### config.mk
export PLATFORM = sky130hd
export DESIGN_NAME = lot_tracker
export DESIGN_NICKNAME = d
export VERILOG_FILES = /design/src/rtl/lot_tracker.sv
export SDC_FILE = /design/constraint.sdc
export NUM_CORES = 1
export LEC_CHECK = 0
export ABC_AREA = 1
export CORE_ASPECT_RATIO = 1.25
export CORE_MARGIN = 2
export CORE_UTILIZATION = 53
export DETAILED_ROUTE_END_ITERATION = 10
export PLACE_DENSITY = 0.78
export SLEW_MARGIN = 20
export SYNTH_ARGS = -nofsm -noshare
export SYNTH_HDL_FRONTEND = slang
export SYNTH_SLANG_ARGS = --single-unit
### constraint.sdc
create_clock -name CLK -period 2.3 [get_ports CLK]
set_input_delay 0.23 -clock CLK [delete_from_list [all_inputs] [get_ports CLK]]
set_output_delay 0.23 -clock CLK [all_outputs]
set_load 0.02 [all_outputs]
### src/rtl/lot_tracker.sv
// -----------------------------------------------------------------------------
// lot_tracker
//
// Purpose:
//   Counts vehicles in a parking lot from two gate light beams. The outer
//   beam (A) and the inner beam (B) are crossed in the order
//   10 -> 11 -> 01 -> 00 by an entering car and in the order
//   01 -> 11 -> 10 -> 00 by an exiting car ({A,B}, 1 = blocked). A sequence
//   FSM follows the car through the gate. It tolerates a car stopping on
//   any beam pattern and a car reversing one step at a time. It pulses err
//   on impossible transitions.
//
// Ports:
//   CLK    in   clock, rising edge
//   RST    in   asynchronous active-high reset
//   A      in   outer beam, synchronized to CLK, 1 = blocked
//   B      in   inner beam, synchronized to CLK, 1 = blocked
//   enter  out  one-cycle pulse per accepted entry
//   exit   out  one-cycle pulse per accepted exit
//   count  out  registered occupancy, 0..CAPACITY
//   full   out  count == CAPACITY
//   empty  out  count == 0
//   err    out  one-cycle pulse on illegal transition or rejected update
// -----------------------------------------------------------------------------
module lot_tracker #(
  parameter int CAPACITY = 25,
  parameter int CW       = 5
) (
  input  logic          CLK,
  input  logic          RST,
  input  logic          A,
  input  logic          B,
  output logic          enter,
  output logic          exit,
  output logic [CW-1:0] count,
  output logic          full,
  output logic          empty,
  output logic          err
);

  localparam logic [CW-1:0] CAP_C = CW'(CAPACITY);

  typedef enum logic [2:0] {
    IDLE = 3'd0,
    E1   = 3'd1,
    E2   = 3'd2,
    E3   = 3'd3,
    X1   = 3'd4,
    X2   = 3'd5,
    X3   = 3'd6
  } state_t;

  state_t        state_q, state_d;
  logic [CW-1:0] count_q, count_d;
  logic          enter_q, enter_d;
  logic          exit_q,  exit_d;
  logic          err_q,   err_d;

  logic [1:0] ab;
  logic       in_req;
  logic       out_req;
  logic       seq_err;

  assign ab = {A, B};

  // Sequence tracking. E* states follow an entering car, X* states an
  // exiting car. In both chains, the previous beam pattern steps back one
  // state. An impossible pattern drops back to IDLE with an error.
  always_comb begin
    state_d = state_q;
    in_req  = 1'b0;
    out_req = 1'b0;
    seq_err = 1'b0;
    unique case (state_q)
      IDLE: begin
        unique case (ab)
          2'b10:   state_d = E1;
          2'b01:   state_d = X1;
          2'b11:   seq_err = 1'b1;
          default: state_d = IDLE;
        endcase
      end
      E1: begin
        unique case (ab)
          2'b10:   state_d = E1;
          2'b11:   state_d = E2;
          2'b00:   state_d = IDLE;              // car backed out, not an error
          default: begin state_d = IDLE; seq_err = 1'b1; end
        endcase
      end
      E2: begin
        unique case (ab)
          2'b11:   state_d = E2;
          2'b01:   state_d = E3;
          2'b10:   state_d = E1;
          default: begin state_d = IDLE; seq_err = 1'b1; end
        endcase
      end
      E3: begin
        unique case (ab)
          2'b01:   state_d = E3;
          2'b00:   begin state_d = IDLE; in_req = 1'b1; end
          2'b11:   state_d = E2;
          default: begin state_d = IDLE; seq_err = 1'b1; end
        endcase
      end
      X1: begin
        unique case (ab)
          2'b01:   state_d = X1;
          2'b11:   state_d = X2;
          2'b00:   state_d = IDLE;
          default: begin state_d = IDLE; seq_err = 1'b1; end
        endcase
      end
      X2: begin
        unique case (ab)
          2'b11:   state_d = X2;
          2'b10:   state_d = X3;
          2'b01:   state_d = X1;
          default: begin state_d = IDLE; seq_err = 1'b1; end
        endcase
      end
      X3: begin
        unique case (ab)
          2'b10:   state_d = X3;
          2'b00:   begin state_d = IDLE; out_req = 1'b1; end
          2'b11:   state_d = X2;
          default: begin state_d = IDLE; seq_err = 1'b1; end
        endcase
      end
      default: state_d = IDLE;
    endcase
  end

  // Count update. A completed sequence that would push the count outside
  // 0..CAPACITY is reported as an error. The count does not change.
  always_comb begin
    count_d = count_q;
    enter_d = 1'b0;
    exit_d  = 1'b0;
    err_d   = seq_err;
    if (in_req) begin
      if (count_q == CAP_C) begin
        err_d = 1'b1;
      end else begin
        count_d = count_q + CW'(1);
        enter_d = 1'b1;
      end
    end else if (out_req) begin
      if (count_q == '0) begin
        err_d = 1'b1;
      end else begin
        count_d = count_q - CW'(1);
        exit_d  = 1'b1;
      end
    end
  end

  always_ff @(posedge CLK or posedge RST) begin
    if (RST) begin
      state_q <= IDLE;
      count_q <= '0;
      enter_q <= 1'b0;
      exit_q  <= 1'b0;
      err_q   <= 1'b0;
    end else begin
      state_q <= state_d;
      count_q <= count_d;
      enter_q <= enter_d;
      exit_q  <= exit_d;
      err_q   <= err_d;
    end
  end

  assign enter = enter_q;
  assign exit  = exit_q;
  assign err   = err_q;
  assign count = count_q;
  assign full  = (count_q == CAP_C);
  assign empty = (count_q == '0);

endmodule

[Word-level counts from Yosys, hierarchy flattened]
Cells that the tools add are included.
Operators by class
  add/subtract/negate cells: 2
  muxes and demuxes: 29
  eq/ne operators: 13
  reduce and logical (&&, ||, !) cells: 11
Operators with widths (count)
  case mux 3 bit (7 select lines): 1
  two-way mux 5 bit: 4
  case mux 3 bit (3 select lines): 2
  two-way mux 1 bit: 16
  case mux 3 bit (2 select lines): 2
  == test 3 bit (second input constant): 3
  OR reduction 3 bit: 3
  case mux 2 bit (2 select lines): 2
  == test 3 x 2 -> 1 bit (second input constant): 2
  case mux 2 bit (3 select lines): 1
  OR reduction 2 bit: 3
  adder 5 x 1 -> 5 bit (second input constant): 1
  == test 5 bit (second input constant): 1
  logical NOT 5 bit: 1
  subtractor 5 x 1 -> 5 bit (second input constant): 1
  == test 2 bit (second input constant): 2
  != test 2 bit (second input constant): 2
  case mux 1 bit (4 select lines): 1
  == test 3 x 1 -> 1 bit (second input constant): 1
  logical NOT 3 bit: 1
  AND reduction 3 bit: 1
  == test 2 x 1 -> 1 bit (second input constant): 1
  logical NOT 2 bit: 1
  != test 2 x 1 -> 1 bit (second input constant): 1
  nonzero test 2 bit: 1
Word-level totals
  input port bits: 4
  logic and storage cells: 60
  register bits after elaboration: 11

[Logic depth before layout (Yosys ltp)]
  word-level depth: 7
  depth in mapped cells: 12
  gate-level depth less buffers: 12

[Worst setup path after synthesis]
Ideal clock, no wire load.
  kind: input to register
  start: in A
  end: reg count_q[4], in the netlist count[4]
  data arrival time: 1.597 ns
  setup slack: 0.587 ns
  path buffers: 0
  data required time: 2.183 ns
  cell stages on the path: 12
  cell sequence: inv_1 ha_1 nand4_2 fa_1 inv_1 nor2_1 nor2_1 inv_1 nand2_1 nand2_1 nand2_1 nand2_1
On the way
  word-level cells in the longest chain between the ends: 5
Ends and longest elaborated chain
  from (decl): line 31  | input logic A,
  logical NOT 2 bit (*): line 100, 124
  two-way mux 1 bit (*): line 100, 124
  two-way mux 1 bit: line 74  | unique case (state_q)
  != test 2 x 1 -> 1 bit (no line), or another cell as far along
  AND reduction 3 bit (no line)
  to (signal assigned): line 168  | count_q <= count_d;
  to (decl): line 54  | logic [CW-1:0] count_q, count_d;
Mark *: on every way between the ends. The rest lies on a longest branch, timed or not.
A chain may end at the register's enable or synchronous reset.

[Worst setup path in the final report]
  start: reg count_q[0], in the netlist count[0]
  end: out full
On the way
  word-level cells in the longest chain between the ends: 1
Ends and longest elaborated chain
  == test 5 bit: line 179  | assign full = (count_q == CAP_C);
  to (decl): line 36  | output logic full,
No other way between the ends.

==> out/summary.log <==
qor: floorplanning.initial_core_util 0.556
qor: logic_synthesis.yosysWarnings 0
qor: timing.post-route-worst-setup-slack 301 ps
qor: timing.timing_max_transition_violations_final 0
qor: logic_synthesis.netlist.area_leader.share 0.288
qor: critical_path.cp.arrival 1770 ps
qor: detailed_routing.residual_drc 0
qor: cts.h_tree_depth_reported_by_cts 1
qor: floorplanning.floorplan.die.height 51.5 µm
qor: cts.cts.sink_count 11
qor: timing.totalNegativeSetupSlack 0 ps
qor: cts.postCtsSetupBuffers 0
qor: timing.worst_pin_slew 395 ps
qor: logic_synthesis.yosys_register_bits 11
qor: timing.grt_setup_unrepaired false
qor: floorplanning.chipWidth 42.0 µm
qor: min_path.hp-class input pin to asynchronous set/reset pin
qor: timing.report.final.setup_viol 0
qor: cts.cts_hold_repair.buffers 0
qor: cts.ctsLongestPathBuffers 2
qor: finish.insertedDiodeCount 0
qor: power_and_ir_drop.power-per-cell-area 920 mW/mm²
qor: timing.period_needed 2000 ps
qor: power_and_ir_drop.static-leakage-power 0.629 nW
qor: run.cap_violations 0
qor: power_and_ir_drop.vdd.ir_drop.worst 390 µV
qor: global_routing.global_route_wire_length_before_repair 3310 µm
qor: detailed_routing.route.detailed.vias_per_inst 4.99
qor: critical_path.critical_path.endpoint_type output port
qor: detailed_routing.total_length_of_routed_wires 1790 µm
qor: finish.net_count_final 166
qor: logic_synthesis.synth_area_per_cell 7.36 µm²
qor: global_routing.grt.overflow.total 0
qor: floorplanning.core-area 0.00172 mm²
qor: cts.cts_made_buffers 3
qor: global_routing.grt_max_degree 12
qor: finish.syn2layout_area_growth 18.7%
qor: critical_path.crit_path_largest_cell_delay 590 ps
qor: timing.fmax 0.500 GHz
qor: placed_design.dpl_worst_slack 25.0 ps
qor: critical_path.worst_path_max_delay_cell sky130_fd_sc_hd__clkdlybuf4s50_1
qor: critical_path.critical_path_peak_fanout 6
qor: cts.root_buffer sky130_fd_sc_hd__clkbuf_4
qor: logic_synthesis.async_flop_share 1.00
qor: critical_path.worstPathBufferInverterCount 3
qor: critical_path.critical_path_source_type flip-flop
qor: logic_synthesis.ys_dominant_reg_cell sky130_fd_sc_hd__dfrtp_1
qor: timing.fin_worst_skew 1.29 ps
qor: logic_synthesis.synthesis.area 957 µm²
qor: floorplanning.die_area 0.00216 mm²
qor: run_status.status complete, no violations
qor: critical_path.critPathRequiredTime 2070 ps
qor: placed_design.port_buffers 13
qor: timing.fin_crit_sh 0.869
qor: critical_path.critical_path.cell_chain inv_1 > nor2_1 > nand4_1 > inv_1 > clkdlybuf4s50_1
qor: cts.cts_resized 0
qor: critical_path.critPathMostFrequentCell sky130_fd_sc_hd__inv_1
qor: timing.headroom_to_the_max_slew_limit 0.736
qor: floorplanning.placementRows 17
qor: logic_synthesis.synth_top_area_cell sky130_fd_sc_hd__dfrtp_1
qor: cts.cts_tree built
qor: logic_synthesis.post_synth_num_cell_types 25
qor: placed_design.globalplace.congestion 0.893
qor: logic_synthesis.yosysMostFrequentCell sky130_fd_sc_hd__nand2_1
qor: finish.final_layout_size_suffix_gt1_frac 0.141
qor: global_routing.number_of_antenna_violations_at_the_first_check_in_global_routing 0
qor: detailed_routing.total_iterations_of_the_first_detailed_routing_run 4
qor: detailed_routing.detail_route.iter0.violations 14
qor: detailed_routing.ant_nets 0
qor: critical_path.worst_r2r_startpoint state_q[0]
qor: detailed_routing.drt-wirelength-per-cell 10.6 µm
qor: floorplanning.io_pins 14
qor: logic_synthesis.synthCells 130
qor: logic_synthesis.synth_nets 146
qor: critical_path.setup.worst_path.class flip-flop to output port
qor: critical_path.path_delay_family buffers and inverters
qor: logic_synthesis.synth.top_cells.by_area sky130_fd_sc_hd__dfrtp_1 29%, sky130_fd_sc_hd__nand2_1 16%, sky130_fd_sc_hd__ha_1 14%
qor: logic_synthesis.ys_seq_area_frac 0.288
qor: critical_path.crit_path_start count[0]
qor: logic_synthesis.synthTopCellsByCount 42 x sky130_fd_sc_hd__nand2_1, 17 x sky130_fd_sc_hd__inv_1, 11 x sky130_fd_sc_hd__dfrtp_1, 11 x sky130_fd_sc_hd__ha_1, 10 x sky130_fd_sc_hd__nor2_1
qor: cts.clock_latency 260 ps
qor: timing.hold_violation_count_in_the_final_report 0
qor: global_routing.global_route.usage.total 0.195
qor: cts.cts.reportedPaths.clkPinSlew 70 ps
qor: logic_synthesis.synth_edf_count 0
qor: global_routing.first_global_vias 839
qor: placed_design.detailedPlacementHpwl 1500 µm
qor: detailed_routing.route.vias.total 838
==> routing by layer <==
layer	part of all wire	GRT usage	up-vias
met5	0	0	-
met4	0.0095	0.109	0
met3	0.027	0.0139	2
met2	0.53	0.359	21
met1	0.44	0.221	371
li1	-	-	444
==> logic make-up after synthesis <==
family,after synthesis,share of synthesized area
buffers and inverters,23,0.118
flip-flops,11,0.288
adder cells (fa/ha/maj),12,0.165
AND/OR/NAND/NOR,74,0.366
XOR/XNOR,2,0.0183
AO/OA/AOI/OAI,8,0.0457
==> placed cells by master, fill, tap and decap left out, drive strengths merged <==
master         instances
nor2                  13
nand4                  3
dfrtp                 11
o21ai                  6
or2                    1
fa                     1
nand3                  8
nand2                 46
a21oi                  1
nor3                   3
inv                   21
ha                    11
buf                    4
xor2                   2
o2111ai                1
clkdlybuf4s50         13
clkbuf                 4
==> layout make-up <==
cell class / instances / area [µm²]
inverters: 21 / 81.3
fillers: 151 / 587
clock buffers: 4 / 26.3
repair buffers: 17 / 160
multi-input cells: 96 / 569
well taps: 19 / 23.8
flip-flops and latches: 11 / 275
==> worst paths after layout <==
| kind | cells past startpoint | end | slack, ps |
|---|---|---|---|
| min in group CLK | 2 | count[4] | 580 |
| hold reg to reg | 2 | count[4] | 580 |
| max in group asynchronous | 2 | count[0] | 1780 |
| setup / recovery | 5 | full | 300 |
| setup reg to reg | 10 | count[4] | 400 |
| hold / removal | 2 | state_q[0] | 240 |
==> worst register-to-register path: cells and delay by family, from the launching register on <==
family,cells,cell delay [ps]
adder cells (fa/ha/maj),1,480
buffers and inverters,2,130
flip-flops,1,550
AND/OR/NAND/NOR,7,630
==> power by group <==
part	total (mW)	switching, mW	internal [mW]
Combinational	0.561	0.320	0.240
Clock	0.127	0.0599	0.0670
Sequential	0.357	0.105	0.252
Total	1.04	0.485	0.560
==> sequential cells by signal, summed over array words and instances, names as in the netlist <==
signal,count
exit,1
state_q,3
enter,1
count,5
err,1
==> metrics by stage <==
step	power, mW	hold slack (ps)	instances	instance area [µm²]	util
after detailed placement	0.918	544	164	1110	0.644
after global routing	1.15	298	168	1140	0.659
after global placement	0.904	534	164	1110	0.644
after CTS	1.05	258	168	1140	0.659
final	1.04	244	168	1140	0.659
after floorplan	0.768	82.4	130	957	-
No activity file was read; power rests on OpenSTA's default activity.
